### config.mk
export PLATFORM = sky130hd
export DESIGN_NAME = riscv_arb4_ctrl
export DESIGN_NICKNAME = d
export VERILOG_FILES = /design/src/rtl/riscv_arb_pkg.sv /design/src/rtl/riscv_rr_pick4.sv /design/src/rtl/riscv_arb4_ctrl.sv
export SDC_FILE = /design/constraint.sdc
export NUM_CORES = 1
export LEC_CHECK = 0
export CAP_MARGIN = 0
export CORE_MARGIN = 3
export CORE_UTILIZATION = 35
export CTS_BUF_LIST = sky130_fd_sc_hd__clkbuf_8
export DETAILED_ROUTE_END_ITERATION = 16
export DONT_BUFFER_PORTS = 1
export PLACE_DENSITY_LB_ADDON = 0.3
export SYNTH_ARGS = -nofsm -noshare
export SYNTH_HDL_FRONTEND = slang
export SYNTH_SLANG_ARGS = --single-unit
### constraint.sdc
create_clock -name i_riscv_arb4_clk -period 1.94 [get_ports i_riscv_arb4_clk]
set_input_delay 0.388 -clock i_riscv_arb4_clk [delete_from_list [all_inputs] [get_ports i_riscv_arb4_clk]]
set_output_delay 0.388 -clock i_riscv_arb4_clk [all_outputs]
set_load 0.03 [all_outputs]
### src/rtl/riscv_arb_pkg.sv
// Shared definitions for the 4-way round-robin arbiter: FSM encoding,
// requester indices and a one-hot grant decode helper.
package riscv_arb_pkg;

  localparam int unsigned ARB_N = 4;

  typedef enum logic {
    ST_IDLE = 1'b0,
    ST_BUSY = 1'b1
  } arb_state_e;

  localparam logic [1:0] REQ0 = 2'd0;
  localparam logic [1:0] REQ1 = 2'd1;
  localparam logic [1:0] REQ2 = 2'd2;
  localparam logic [1:0] REQ3 = 2'd3;

  // Requester index to one-hot grant vector.
  function automatic logic [ARB_N-1:0] idx_to_onehot(input logic [1:0] idx);
    logic [ARB_N-1:0] oh;
    case (idx)
      REQ0:    oh = 4'b0001;
      REQ1:    oh = 4'b0010;
      REQ2:    oh = 4'b0100;
      REQ3:    oh = 4'b1000;
      default: oh = 4'b0000;
    endcase
    return oh;
  endfunction

endpackage

### src/rtl/riscv_rr_pick4.sv
// Combinational rotating-priority picker: the first set request bit found
// scanning ptr, ptr+1, ptr+2, ptr+3 (mod 4) wins.
module riscv_rr_pick4
  import riscv_arb_pkg::*;
(
  input  logic [ARB_N-1:0] req_i,
  input  logic [1:0]       ptr_i,
  output logic             any_o,
  output logic [1:0]       idx_o
);

  logic [1:0] try_s;
  logic       found_s;

  // Scan the four positions starting at the priority pointer.
  always_comb begin
    any_o   = |req_i;
    idx_o   = 2'd0;
    found_s = 1'b0;
    try_s   = 2'd0;
    for (int k = 0; k < 4; k++) begin
      try_s = ptr_i + 2'(k);
      if (!found_s && req_i[try_s]) begin
        idx_o   = try_s;
        found_s = 1'b1;
      end else begin
        found_s = found_s;
      end
    end
  end

endmodule

### src/rtl/riscv_arb4_ctrl.sv
// Round-robin arbiter/sequencer sharing one resource among 4 requesters.
// A grant is held until the resource pulses done; priority then rotates to
// the requester after the one just served. Optional watchdog forced release
// is enabled by defining RISCV_ARB4_TIMEOUT_EN.
module riscv_arb4_ctrl
  import riscv_arb_pkg::*;
#(
  parameter int unsigned TIMEOUT_CYCLES = 255,
  parameter int unsigned CNT_W          = 8
) (
  input  logic             i_riscv_arb4_clk,
  input  logic             i_riscv_arb4_rst_n,
  input  logic [ARB_N-1:0] i_riscv_arb4_req,
  input  logic             i_riscv_arb4_done,
  output logic [ARB_N-1:0] o_riscv_arb4_gnt,
  output logic [1:0]       o_riscv_arb4_sel,
  output logic             o_riscv_arb4_valid,
  output logic             o_riscv_arb4_timeout
);

  arb_state_e       state_q, state_d;
  logic [1:0]       ptr_q, ptr_d;
  logic [ARB_N-1:0] gnt_q, gnt_d;
  logic [1:0]       sel_q, sel_d;
  logic             valid_q, valid_d;
  logic             timeout_q, timeout_d;

  logic             expire_s;
  logic             finish_s;
  logic             new_grant_s;
  logic [1:0]       arb_ptr_s;
  logic             pick_any_s;
  logic [1:0]       pick_idx_s;

  // Configuration guard: a counter too narrow to reach the limit is illegal.
  if ((2 ** CNT_W) < TIMEOUT_CYCLES) begin : g_cnt_w_too_small
  end

`ifdef RISCV_ARB4_TIMEOUT_EN
  localparam logic [CNT_W-1:0] CNT_LIMIT = CNT_W'(TIMEOUT_CYCLES - 1);
  logic [CNT_W-1:0] cnt_q, cnt_d;

  // Watchdog: cleared on every new grant, counts BUSY cycles without done.
  always_comb begin
    expire_s  = (state_q == ST_BUSY) && (cnt_q == CNT_LIMIT);
    timeout_d = expire_s && !i_riscv_arb4_done;
    if (new_grant_s) begin
      cnt_d = {CNT_W{1'b0}};
    end else if ((state_q == ST_BUSY) && !i_riscv_arb4_done) begin
      cnt_d = cnt_q + CNT_W'(1);
    end else begin
      cnt_d = cnt_q;
    end
  end

  // Watchdog counter register.
  always_ff @(posedge i_riscv_arb4_clk or negedge i_riscv_arb4_rst_n) begin
    if (!i_riscv_arb4_rst_n) begin
      cnt_q <= {CNT_W{1'b0}};
    end else begin
      cnt_q <= cnt_d;
    end
  end
`else
  // Without the watchdog, BUSY ends only on done and no timeout is reported.
  always_comb begin
    expire_s  = 1'b0;
    timeout_d = 1'b0;
  end
`endif

  // A transaction finishes on done (or forced release); the pointer used to
  // re-arbitrate then already points past the requester just served.
  always_comb begin
    finish_s = (state_q == ST_BUSY) && (i_riscv_arb4_done || expire_s);
    if (finish_s) begin
      arb_ptr_s = sel_q + 2'd1;
    end else begin
      arb_ptr_s = ptr_q;
    end
  end

  riscv_rr_pick4 u_pick (
    .req_i (i_riscv_arb4_req),
    .ptr_i (arb_ptr_s),
    .any_o (pick_any_s),
    .idx_o (pick_idx_s)
  );

  // FSM next state and grant/select/pointer updates; defaults hold everything.
  always_comb begin
    state_d     = state_q;
    ptr_d       = ptr_q;
    gnt_d       = gnt_q;
    sel_d       = sel_q;
    valid_d     = valid_q;
    new_grant_s = 1'b0;
    case (state_q)
      ST_IDLE: begin
        if (pick_any_s) begin
          state_d     = ST_BUSY;
          gnt_d       = idx_to_onehot(pick_idx_s);
          sel_d       = pick_idx_s;
          valid_d     = 1'b1;
          new_grant_s = 1'b1;
        end else begin
          state_d = ST_IDLE;
          gnt_d   = 4'b0000;
          valid_d = 1'b0;
        end
      end
      ST_BUSY: begin
        if (finish_s) begin
          ptr_d = arb_ptr_s;
          if (pick_any_s) begin
            state_d     = ST_BUSY;
            gnt_d       = idx_to_onehot(pick_idx_s);
            sel_d       = pick_idx_s;
            valid_d     = 1'b1;
            new_grant_s = 1'b1;
          end else begin
            state_d = ST_IDLE;
            gnt_d   = 4'b0000;
            valid_d = 1'b0;
          end
        end else begin
          state_d = ST_BUSY;
        end
      end
      default: begin
        state_d = ST_IDLE;
        gnt_d   = 4'b0000;
        valid_d = 1'b0;
      end
    endcase
  end

  // State, pointer and registered outputs.
  always_ff @(posedge i_riscv_arb4_clk or negedge i_riscv_arb4_rst_n) begin
    if (!i_riscv_arb4_rst_n) begin
      state_q   <= ST_IDLE;
      ptr_q     <= 2'd0;
      gnt_q     <= 4'b0000;
      sel_q     <= 2'd0;
      valid_q   <= 1'b0;
      timeout_q <= 1'b0;
    end else begin
      state_q   <= state_d;
      ptr_q     <= ptr_d;
      gnt_q     <= gnt_d;
      sel_q     <= sel_d;
      valid_q   <= valid_d;
      timeout_q <= timeout_d;
    end
  end

  assign o_riscv_arb4_gnt     = gnt_q;
  assign o_riscv_arb4_sel     = sel_q;
  assign o_riscv_arb4_valid   = valid_q;
  assign o_riscv_arb4_timeout = timeout_q;

endmodule

==> metrics.txt, run 1 <==
status=completed; multi-input logic area=265 µm²; Residual DRC=0; # fillers=135; Final Max Slew Viols=0; crit end category=flop; clock skew=1.45 ps; core area=0.00137 mm²; antenna violations before repair=0; Die Area=0.00204 mm²; Worst Path Buf+Inv=0; Detailed Route Iter0 Violations=5; CTS Sinks=10; ANT nets after route=0; fmax=562 MHz; Synth area leader=dfrtp_1; Die Wd=45.2 µm; final net count=70; Clock transition at path regs=50 ps; Resized cells post-CTS=0; clk buf depth=2; drt total wl=1190 µm; post-synth cell types=28; dpl hpwl=856 µm; Post-Syn Nets=63; Peak VDD IR=0.000701 V; Setup CP Type=flop to flop; max_cap viols=0; largest stage delay on the critical path=430 ps; worst path cell trace=and2_1, a21o_1, a221o_1, nor3_2, a22o_1; Post-CTS Setup Bufs=0; wire length per cell=15.5 µm; vias in the first global route=441; RSZ-0062 raised after global routing=no; layout cells sized above 1=14.5%; largest net degree at the start of global routing=11; Clk Latency, worst-skew pair=230 ps; H-Tree Depth=1; CTS buffer count=3; setup violators final=0; Startpoint Class=flop; IO Port Bufs=0; worst path required time=2110 ps; Hold WC Path Type=primary input to flop; post-route clock period utilization=91.7%; Synth Cell Area=538 µm²; CP Max Fanout=8; most frequent cells in the layout=10 x dfrtp_1, 5 x a21oi_1, 4 x nand2_1, 4 x inv_1, 4 x clkbuf_8; hold-fix buffers at CTS=1; Synth area leaders=dfrtp_1 47%, a21oi_1 4.7%, a211oi_1 4.2%, a21o_1 2.8%, inv_1 2.8%; Mean Syn Cell Area=9.61 µm²; Yosys reg bits=10; total grt overflow=0; die height=45.2 µm; critical path's slowest cell=dfrtp_1; Worst Path Arrival=1950 ps; pre-CTS setup slack=221 ps; row count=13; crit path time final=1780 ps; CTS tree=built; IO Pins=15; CTS root buf=clkbuf_8; Worst path top cell family by delay=compound AO/OA/AOI/OAI gates; Synth top area share=46.5%; Initial Util=39.4%; Ys Warns=0; total power=0.799 mW; PwrDens=1270 mW/mm²; final setup margin=160 ps; Leak=0.270 nW; Antenna Cells=0; Fin Setup TNS=0 ps; register area share after synthesis=46.5%; vias per cell=5.91; GRT Total Usage=13.5%; Synth Instances=56; P&R area growth vs syn=17.0%; register cell area after layout=250 µm²; GPL Wtd Cong=0.834; commonest non-fill, non-tap cell in the layout=dfrtp_1; Final Hold Vio Count=0; first-pass GRT wire length=1930 µm; via count=455; Initial DRT Pass Iterations=4
per-stage QoR:
step	std cells	area (µm²)	util (%)	hold slack [ps]
5_1_grt	77	629	46.1	326
3_5_place_dp	72	564	41.3	92.6
2_1_floorplan	56	538	-	92.4
4_1_cts	77	629	46.1	312
6_report	77	629	46.1	311
3_3_place_gp	72	564	41.3	92.6
worst reg2reg max path: cells and delay by family (launching register included):
| family | cells | cell delay [ps] |
|---|---|---|
| and+or+nand+nor | 2 | 480 |
| DFF | 1 | 430 |
| AOI/OAI and AO/OA | 3 | 800 |
cell type report:
type                            instances  area share [%]
Multi-Input combinational cell         41            42.1
Sequential cell                        10            39.8
Clock buffer                            4            8.75
Timing Repair Buffer                    3            3.98
Tap cell                               15            2.98
Inverter                                4            2.39
registers in the layout, indices dropped and copies added (netlist names):
signal and count:
o_riscv_arb4_gnt 4, o_riscv_arb4_sel 2, o_riscv_arb4_valid 1, ptr_q 2, state_q 1
cell families after synthesis:
logic type | count (synthesis) | share of synthesized area, %
buf+inv | 5 | 4.19
other cells | 1 | 0.697
xor+xnor | 1 | 1.63
flops | 10 | 46.5
simple gates | 18 | 19.1
compound gates | 21 | 27.9
path summary, 6_finish.rpt:
check / endpoint / slack [ps] / cells after the start / start
setup / recovery: o_riscv_arb4_gnt[2] / 160 / 5 / state_q
hold / removal: state_q / 310 / 2 / i_riscv_arb4_req[3]
setup reg to reg: o_riscv_arb4_gnt[2] / 160 / 5 / state_q
hold reg to reg: o_riscv_arb4_sel[0] / 570 / 2 / o_riscv_arb4_sel[0]
max in group asynchronous: state_q / 1120 / 1 / i_riscv_arb4_rst_n
min in group asynchronous: o_riscv_arb4_sel[0] / 530 / 1 / i_riscv_arb4_rst_n
cells in the mapped netlist, drive strengths merged:
library cell,instances
dfrtp,10
a21oi,5
inv,4
nand2,4
a211oi,3
nor2,3
nor3,3
a21o,2
nor2b,2
o21a,2
o21ai,2
a2111o,1
a221o,1
a22o,1
and2,1
and4,1
buf,1
conb,1
nand2b,1
nand4b,1
nor4,1
o21bai,1
o311ai,1
o31ai,1
o41ai,1
or2,1
xnor2,1
power breakdown:
part           switching (mW)  total (mW)  internal [mW]
registers              0.0896       0.346          0.256
clock network          0.0755       0.253          0.178
logic                   0.116       0.200         0.0842
per-layer routing:
metal | part of all wire, % | wire [µm] | vias to the layer above | GRT usage (%)
met4 | 3.1 | 37 | 0 | 7.60
met2 | 49 | 583 | 15 | 22.3
li1 | - | - | 219 | -
met5 | 0 | 0 | - | 0
met1 | 40 | 480 | 215 | 15.0
met3 | 7.6 | 90 | 6 | 4.38
Power figures use the tool's default switching activity.
==> run 2: changes to the inputs <==
ABC_AREA = 1   (was unset)
CORE_ASPECT_RATIO = 0.7   (was unset)
==> metrics.txt, run 2 <==
status=completed (unchanged); Post-Syn Nets=127 (was 63); CTS buffer count=3 (unchanged); Reg2Reg Launch Point=state_q (unchanged); uppermost layer routed=met4 (unchanged); post-synth cell types=18 (was 28); commonest non-fill, non-tap cell in the layout=nand2_1 (was dfrtp_1); Detailed Route Iter0 Violations=19 (was 5); Synth Cell Area=847 µm² (was 538 µm²); max FFs per register=4 (unchanged); critical path's slowest cell=dfrtp_1 (unchanged); Fin Setup TNS=0 ps (unchanged); GRT Total Usage=13.9% (was 13.5%); hold slack=274 ps (was 311 ps); P&R area growth vs syn=14.2% (was 17.0%); PwrDens=1580 mW/mm² (was 1270 mW/mm²); Post-CTS Setup Bufs=0 (unchanged); Synth area leader=dfrtp_1 (unchanged); most frequent cells in the layout=36 x nand2_1, 20 x nand3_1, 14 x inv_1 (was 10 x dfrtp_1, 5 x a21oi_1, 4 x nand2_1, 4 x inv_1, 4 x clkbuf_8); Residual DRC=0 (unchanged); # fillers=229 (was 135); IO Port Bufs=0 (unchanged); Clk Latency, worst-skew pair=240 ps (was 230 ps); Setup CP Type=flop to flop (unchanged); antenna violations before repair=0 (unchanged); met3 wire len=148 µm (was 90 µm); Peak VDD IR=0.000777 V (was 0.000701 V); largest stage delay on the critical path=470 ps (was 430 ps); R2R depth=12 (was 5); top-count cell post-synth=nand2_1 (was dfrtp_1); asr flop ratio synth=100% (unchanged); worst path cell trace=nand3_4, nand2_8, nand2_1, nand2_1, nand3_2, nand2_2, nand3_1, nand3_1, nand2_2, nor2_2, nand2_1, nand2_1 (was and2_1, a21o_1, a221o_1, nor3_2, a22o_1); fmax=574 MHz (was 562 MHz); Antenna Cells=0 (unchanged); Startpoint Class=flop (unchanged); H-Tree Depth=1 (unchanged); end of the critical path=o_riscv_arb4_gnt[0] (was o_riscv_arb4_gnt[2]); Mean Syn Cell Area=7.06 µm² (was 9.61 µm²); drt total wl=1820 µm (was 1190 µm); Worst Path Arrival=1920 ps (was 1950 ps); first-pass GRT wire length=3240 µm (was 1930 µm); Yosys reg bits=10 (unchanged); Hold WC Path Type=primary input to flop (unchanged); total grt overflow=0 (unchanged); metal2 WL=808 µm (was 583 µm); largest net degree at the start of global routing=11 (unchanged); vias in the first global route=734 (was 441); Synth top area share=29.5% (was 46.5%); WP depth=12 (was 5); post-route clock period utilization=89.9% (was 91.7%); Synth Instances=120 (was 56); vias per cell=4.82 (was 5.91); RSZ-0062 raised after global routing=no (unchanged); commonest cells in the synthesized netlist=36 x nand2_1, 20 x nand3_1, 14 x inv_1, 12 x nand2_2, 10 x dfrtp_1 (was 10 x dfrtp_1, 5 x a21oi_1, 4 x inv_1, 4 x nand2_1); CTS tree=built (unchanged); most common flop cell mapped by yosys=dfrtp_1 (unchanged); Die Wd=64.8 µm (was 45.2 µm); Worst path top cell family by delay=simple AND/OR/NAND/NOR gates (was compound AO/OA/AOI/OAI gates); setup violators final=0 (unchanged); crit path time final=1740 ps (was 1780 ps); via count=766 (was 455); Critical R2R Capture=o_riscv_arb4_gnt[0] (was o_riscv_arb4_gnt[2]); register area share after synthesis=29.5% (was 46.5%); Ys Warns=0 (unchanged); max_cap viols=0 (unchanged); dpl hpwl=1480 µm (was 856 µm); layout cells sized above 1=28.3% (was 14.5%); final net count=135 (was 70); CTS root buf=clkbuf_8 (unchanged); row count=14 (was 13); core area=0.00222 mm² (was 0.00137 mm²); Worst Setup SP=state_q (unchanged); Final Hold Vio Count=0 (unchanged); IO Pins=15 (unchanged); Initial DRT Pass Iterations=4 (unchanged); Die Area=0.00306 mm² (was 0.00204 mm²); ANT nets after route=0 (unchanged); CP dominant cell by count=nand2_1; Initial Util=38.1% (was 39.4%); wire length on met1=854 µm (was 480 µm); register cell area after layout=250 µm² (unchanged); HP Start=i_riscv_arb4_req[3] (unchanged); Reg2Reg Setup Slack=200 ps (was 160 ps); CTS Sinks=10 (unchanged); crit end category=flop (unchanged); die height=47.2 µm (was 45.2 µm); GPL Wtd Cong=0.845 (was 0.834); Synth area leaders=dfrtp_1 30%, nand2_1 16%, nand3_1 12%, nand2_2 8.9%, inv_1 6.2% (was dfrtp_1 47%, a21oi_1 4.7%, a211oi_1 4.2%, a21o_1 2.8%, inv_1 2.8%); Worst Path Buf+Inv=0 (unchanged); worst path required time=2110 ps (about the same); clk buf depth=2 (unchanged); clock skew=1.92 ps (was 1.45 ps); Leak=0.510 nW (was 0.270 nW); Post-synth EDFFs=0 (unchanged); Final Max Slew Viols=0 (unchanged); CP Max Fanout=10 (was 8); multi-input logic area=529 µm² (was 265 µm²); Clock transition at path regs=50 ps (about the same); wire length per cell=11.4 µm (was 15.5 µm)
[run 2: cell types whose count changed in the layout (fill, tap and decap cells not counted), moves of 3 or more]
cell and delta:
nand2_1 +32, nand3_1 +20, nand2_2 +12, inv_1 +10, a21oi_1 -5, nand3_2 +5, a211oi_1 -3, nor2_2 +3
[run 2: power by group]
part / switching, mW / internal [mW]
registers: 0.119 / 0.280
clock network: 0.0815 / 0.178
logic: 0.585 / 0.288
[run 2: cell families (layout without fill, tap and decap cells)]
group,Yosys count,after routing,synth area share (%)
simple gates,90,90,60.9
buf+inv,17,24,7.98
flops,10,10,29.5
compound gates,2,2,1.18
other cells,1,1,0.443
[run 2: metal layers]
| layer | GRT usage (%) | vias to the layer above |
|---|---|---|
| met1 | 17.8 | 344 |
| met5 | 0 | - |
| met3 | 5.50 | 2 |
| met2 | 22.8 | 23 |
| met4 | 2.52 | 0 |
| li1 | - | 397 |
[run 2: how the worst min path moves through the flow]
stage | endpoint | cells after the start | slack, ps
after global placement | o_riscv_arb4_gnt[0] | 0 | 90
after detailed placement | o_riscv_arb4_gnt[0] | 0 | 90
after floorplan | o_riscv_arb4_gnt[0] | 0 | 90
after global routing | state_q | 2 | 270
final | state_q | 2 | 270
after CTS | state_q | 2 | 270
[run 2: what timing repair did]
| item | in CTS | in global routing |
|---|---|---|
| hold buffers | 1 | 0 |
| setup endpoints to repair | 0 | 0 |
| endpoints found under the hold margin | 10 | 0 |
| resized for setup | 0 | 0 |
[run 2: layout make-up]
| type | count | area share, % |
|---|---|---|
| clock buffer | 4 | 5.69 |
| inverter | 16 | 6.21 |
| multi-input combinational | 93 | 54.7 |
| sequential | 10 | 25.9 |
| tap | 32 | 4.14 |
| timing repair buffer | 4 | 3.36 |
[run 2: stage by stage]
stage	util [%]	total power [mW]	std cells	setup WS, ps	cell area [µm²]
2_1_floorplan	-	1.10	120	209	847
3_3_place_gp	40.6	1.25	154	251	902
3_5_place_dp	40.6	1.27	154	223	902
4_1_cts	43.5	1.54	159	198	967
5_1_grt	43.5	1.67	159	10.3	967
6_report	43.5	1.53	159	197	967
==> run 3: changes to the inputs <==
GPL_TIMING_DRIVEN = 0   (was unset)
==> metrics.txt, run 3 (synthesis results as in run 2) <==
largest net degree at the start of global routing=11 (unchanged); CTS buffer count=3 (unchanged); post-layout util=43.7% (was 43.5%); Peak VDD IR=0.000793 V (was 0.000777 V); cell count after placement=152 (was 154); status=completed (unchanged); Antenna Cells=0 (unchanged); die height=47.2 µm (unchanged); fmax=551 MHz (was 574 MHz); GRT Total Usage=13.2% (was 13.9%); worst path required time=2050 ps (was 2110 ps); setup violators final=0 (unchanged); Worst Path Arrival=1930 ps (was 1920 ps); hold endpoint=state_q (unchanged); HP Start=i_riscv_arb4_req[3] (unchanged); Hold WC Path Type=primary input to flop (unchanged); max_cap viols=0 (unchanged); R2R depth=13 (was 12); DP Area=887 µm² (was 902 µm²); Setup CP Type=flop to flop (unchanged); P&R area growth vs syn=14.8% (was 14.2%); drt total wl=1930 µm (was 1820 µm); wire length per cell=12.2 µm (was 11.4 µm); Clock transition at path regs=50 ps (about the same); final net count=135 (unchanged); Die Area=0.00306 mm² (unchanged); most frequent cells in the layout=33 x nand2_1, 20 x nand3_1, 14 x nand2_2 (was 36 x nand2_1, 20 x nand3_1, 14 x inv_1); Die Wd=64.8 µm (unchanged); clk buf depth=2 (unchanged); CTS Sinks=10 (unchanged); H-Tree Depth=1 (unchanged); first-pass GRT wire length=3080 µm (was 3240 µm); clock skew=7.58 ps (was 1.92 ps); core area=0.00222 mm² (unchanged); CTS root buf=clkbuf_8 (unchanged); total power=1.52 mW (was 1.53 mW); Startpoint Class=flop (unchanged); Detailed Route Iter0 Violations=31 (was 19); layout cells sized above 1=33.3% (was 28.3%); Reg2Reg Launch Point=o_riscv_arb4_sel[0] (was state_q); total grt overflow=0 (unchanged); max FFs per register=4 (unchanged); via count=761 (was 766); Leak=0.503 nW (was 0.510 nW); crit path time final=1810 ps (was 1740 ps); Critical R2R Capture=o_riscv_arb4_gnt[1] (was o_riscv_arb4_gnt[0]); design area=972 µm² (was 967 µm²); Final Hold Vio Count=0 (unchanged); CTS tree=built (unchanged); PwrDens=1560 mW/mm² (was 1580 mW/mm²); post-route clock period utilization=93.5% (was 89.9%); final setup margin=126 ps (was 197 ps); Clk Latency, worst-skew pair=230 ps (was 240 ps); crit end category=flop (unchanged); dpl hpwl=1520 µm (was 1480 µm); vias in the first global route=689 (was 734); vias per cell=4.82 (about the same); Reg2Reg Setup Slack=130 ps (was 200 ps); GPL Wtd Cong=0.846 (was 0.845); row count=14 (unchanged); Residual DRC=0 (unchanged); antenna violations before repair=0 (unchanged); Post-Layout Cell Count=158 (was 159); pre-CTS setup slack=-44.6 ps (was 223 ps); Final Max Slew Viols=0 (unchanged); ANT nets after route=0 (unchanged); IO Pins=15 (unchanged); CP Max Fanout=7 (was 10); Initial DRT Pass Iterations=4 (unchanged); Initial Util=38.1% (unchanged); IO Port Bufs=0 (unchanged); worst hold stages=2 (unchanged); commonest non-fill, non-tap cell in the layout=nand2_1 (unchanged)
[run 3: area by class of cell]
| type | count | area [µm²] |
|---|---|---|
| timing repair buffer | 2 | 17.5 |
| clock buffer | 3 | 41.3 |
| tap | 32 | 40.0 |
| buffer | 1 | 7.51 |
| inverter | 16 | 60.1 |
| sequential | 10 | 253 |
| multi-input combinational | 94 | 553 |
| fill | 244 | 1250 |
[run 3: power by group]
part	total, mW	leakage [nW]	switching (mW)	internal (mW)
logic	0.857	0.364	0.568	0.289
registers	0.457	0.118	0.173	0.284
clock network	0.207	0.0216	0.0722	0.135
[run 3: worst max-delay path: stages (launching register included)]
cell     delay [ps]
dfrtp_2         530
nand3_4         200
nand2_8         120
nand2_2          60
nand2_2          80
nand2_2          70
nand2_4          80
inv_2            40
nor2_4           90
nand4_1         110
nand2_2         130
inv_1            60
nand3_1          60
nand2_1          50
[run 3: metal layers]
metal | track usage [%] | wire (µm) | up-vias | part of all wire, %
li1 | - | - | 393 | -
met1 | 17.0 | 889 | 344 | 46
met2 | 23.6 | 891 | 24 | 46
met3 | 3.59 | 145 | 0 | 7.5
met4 | 1.26 | 0 | 0 | 0
met5 | 0 | 0 | - | 0
[run 3: timing repair]
action / in CTS / in global routing
gates resized for setup: 1 / 7
gates cloned: 0 / 1
pin swaps: 0 / 5
hold buffers: 1 / 0
buffers inserted: 0 / 1
endpoints found under the hold margin: 10 / 0
endpoints found under the setup margin: 5 / 5
[run 3: how the worst max path moves through the flow]
stage / to / cells past startpoint / startpoint
floorplan: o_riscv_arb4_gnt[1] / 13 / o_riscv_arb4_sel[0]
global route: o_riscv_arb4_gnt[2] / 13 / o_riscv_arb4_sel[0]
CTS: o_riscv_arb4_gnt[1] / 13 / o_riscv_arb4_sel[1]
global placement: o_riscv_arb4_gnt[1] / 13 / o_riscv_arb4_sel[0]
detailed placement: o_riscv_arb4_gnt[1] / 13 / o_riscv_arb4_sel[0]
finish: o_riscv_arb4_gnt[1] / 13 / o_riscv_arb4_sel[0]
[run 3: stage by stage]
step | hold WS [ps] | TNS (ps)
6_report | 291 | 0
5_1_grt | 291 | -5.30
4_1_cts | 289 | 0
3_5_place_dp | 92.6 | -140
3_3_place_gp | 92.6 | -9.24
2_1_floorplan | 92.4 | 0
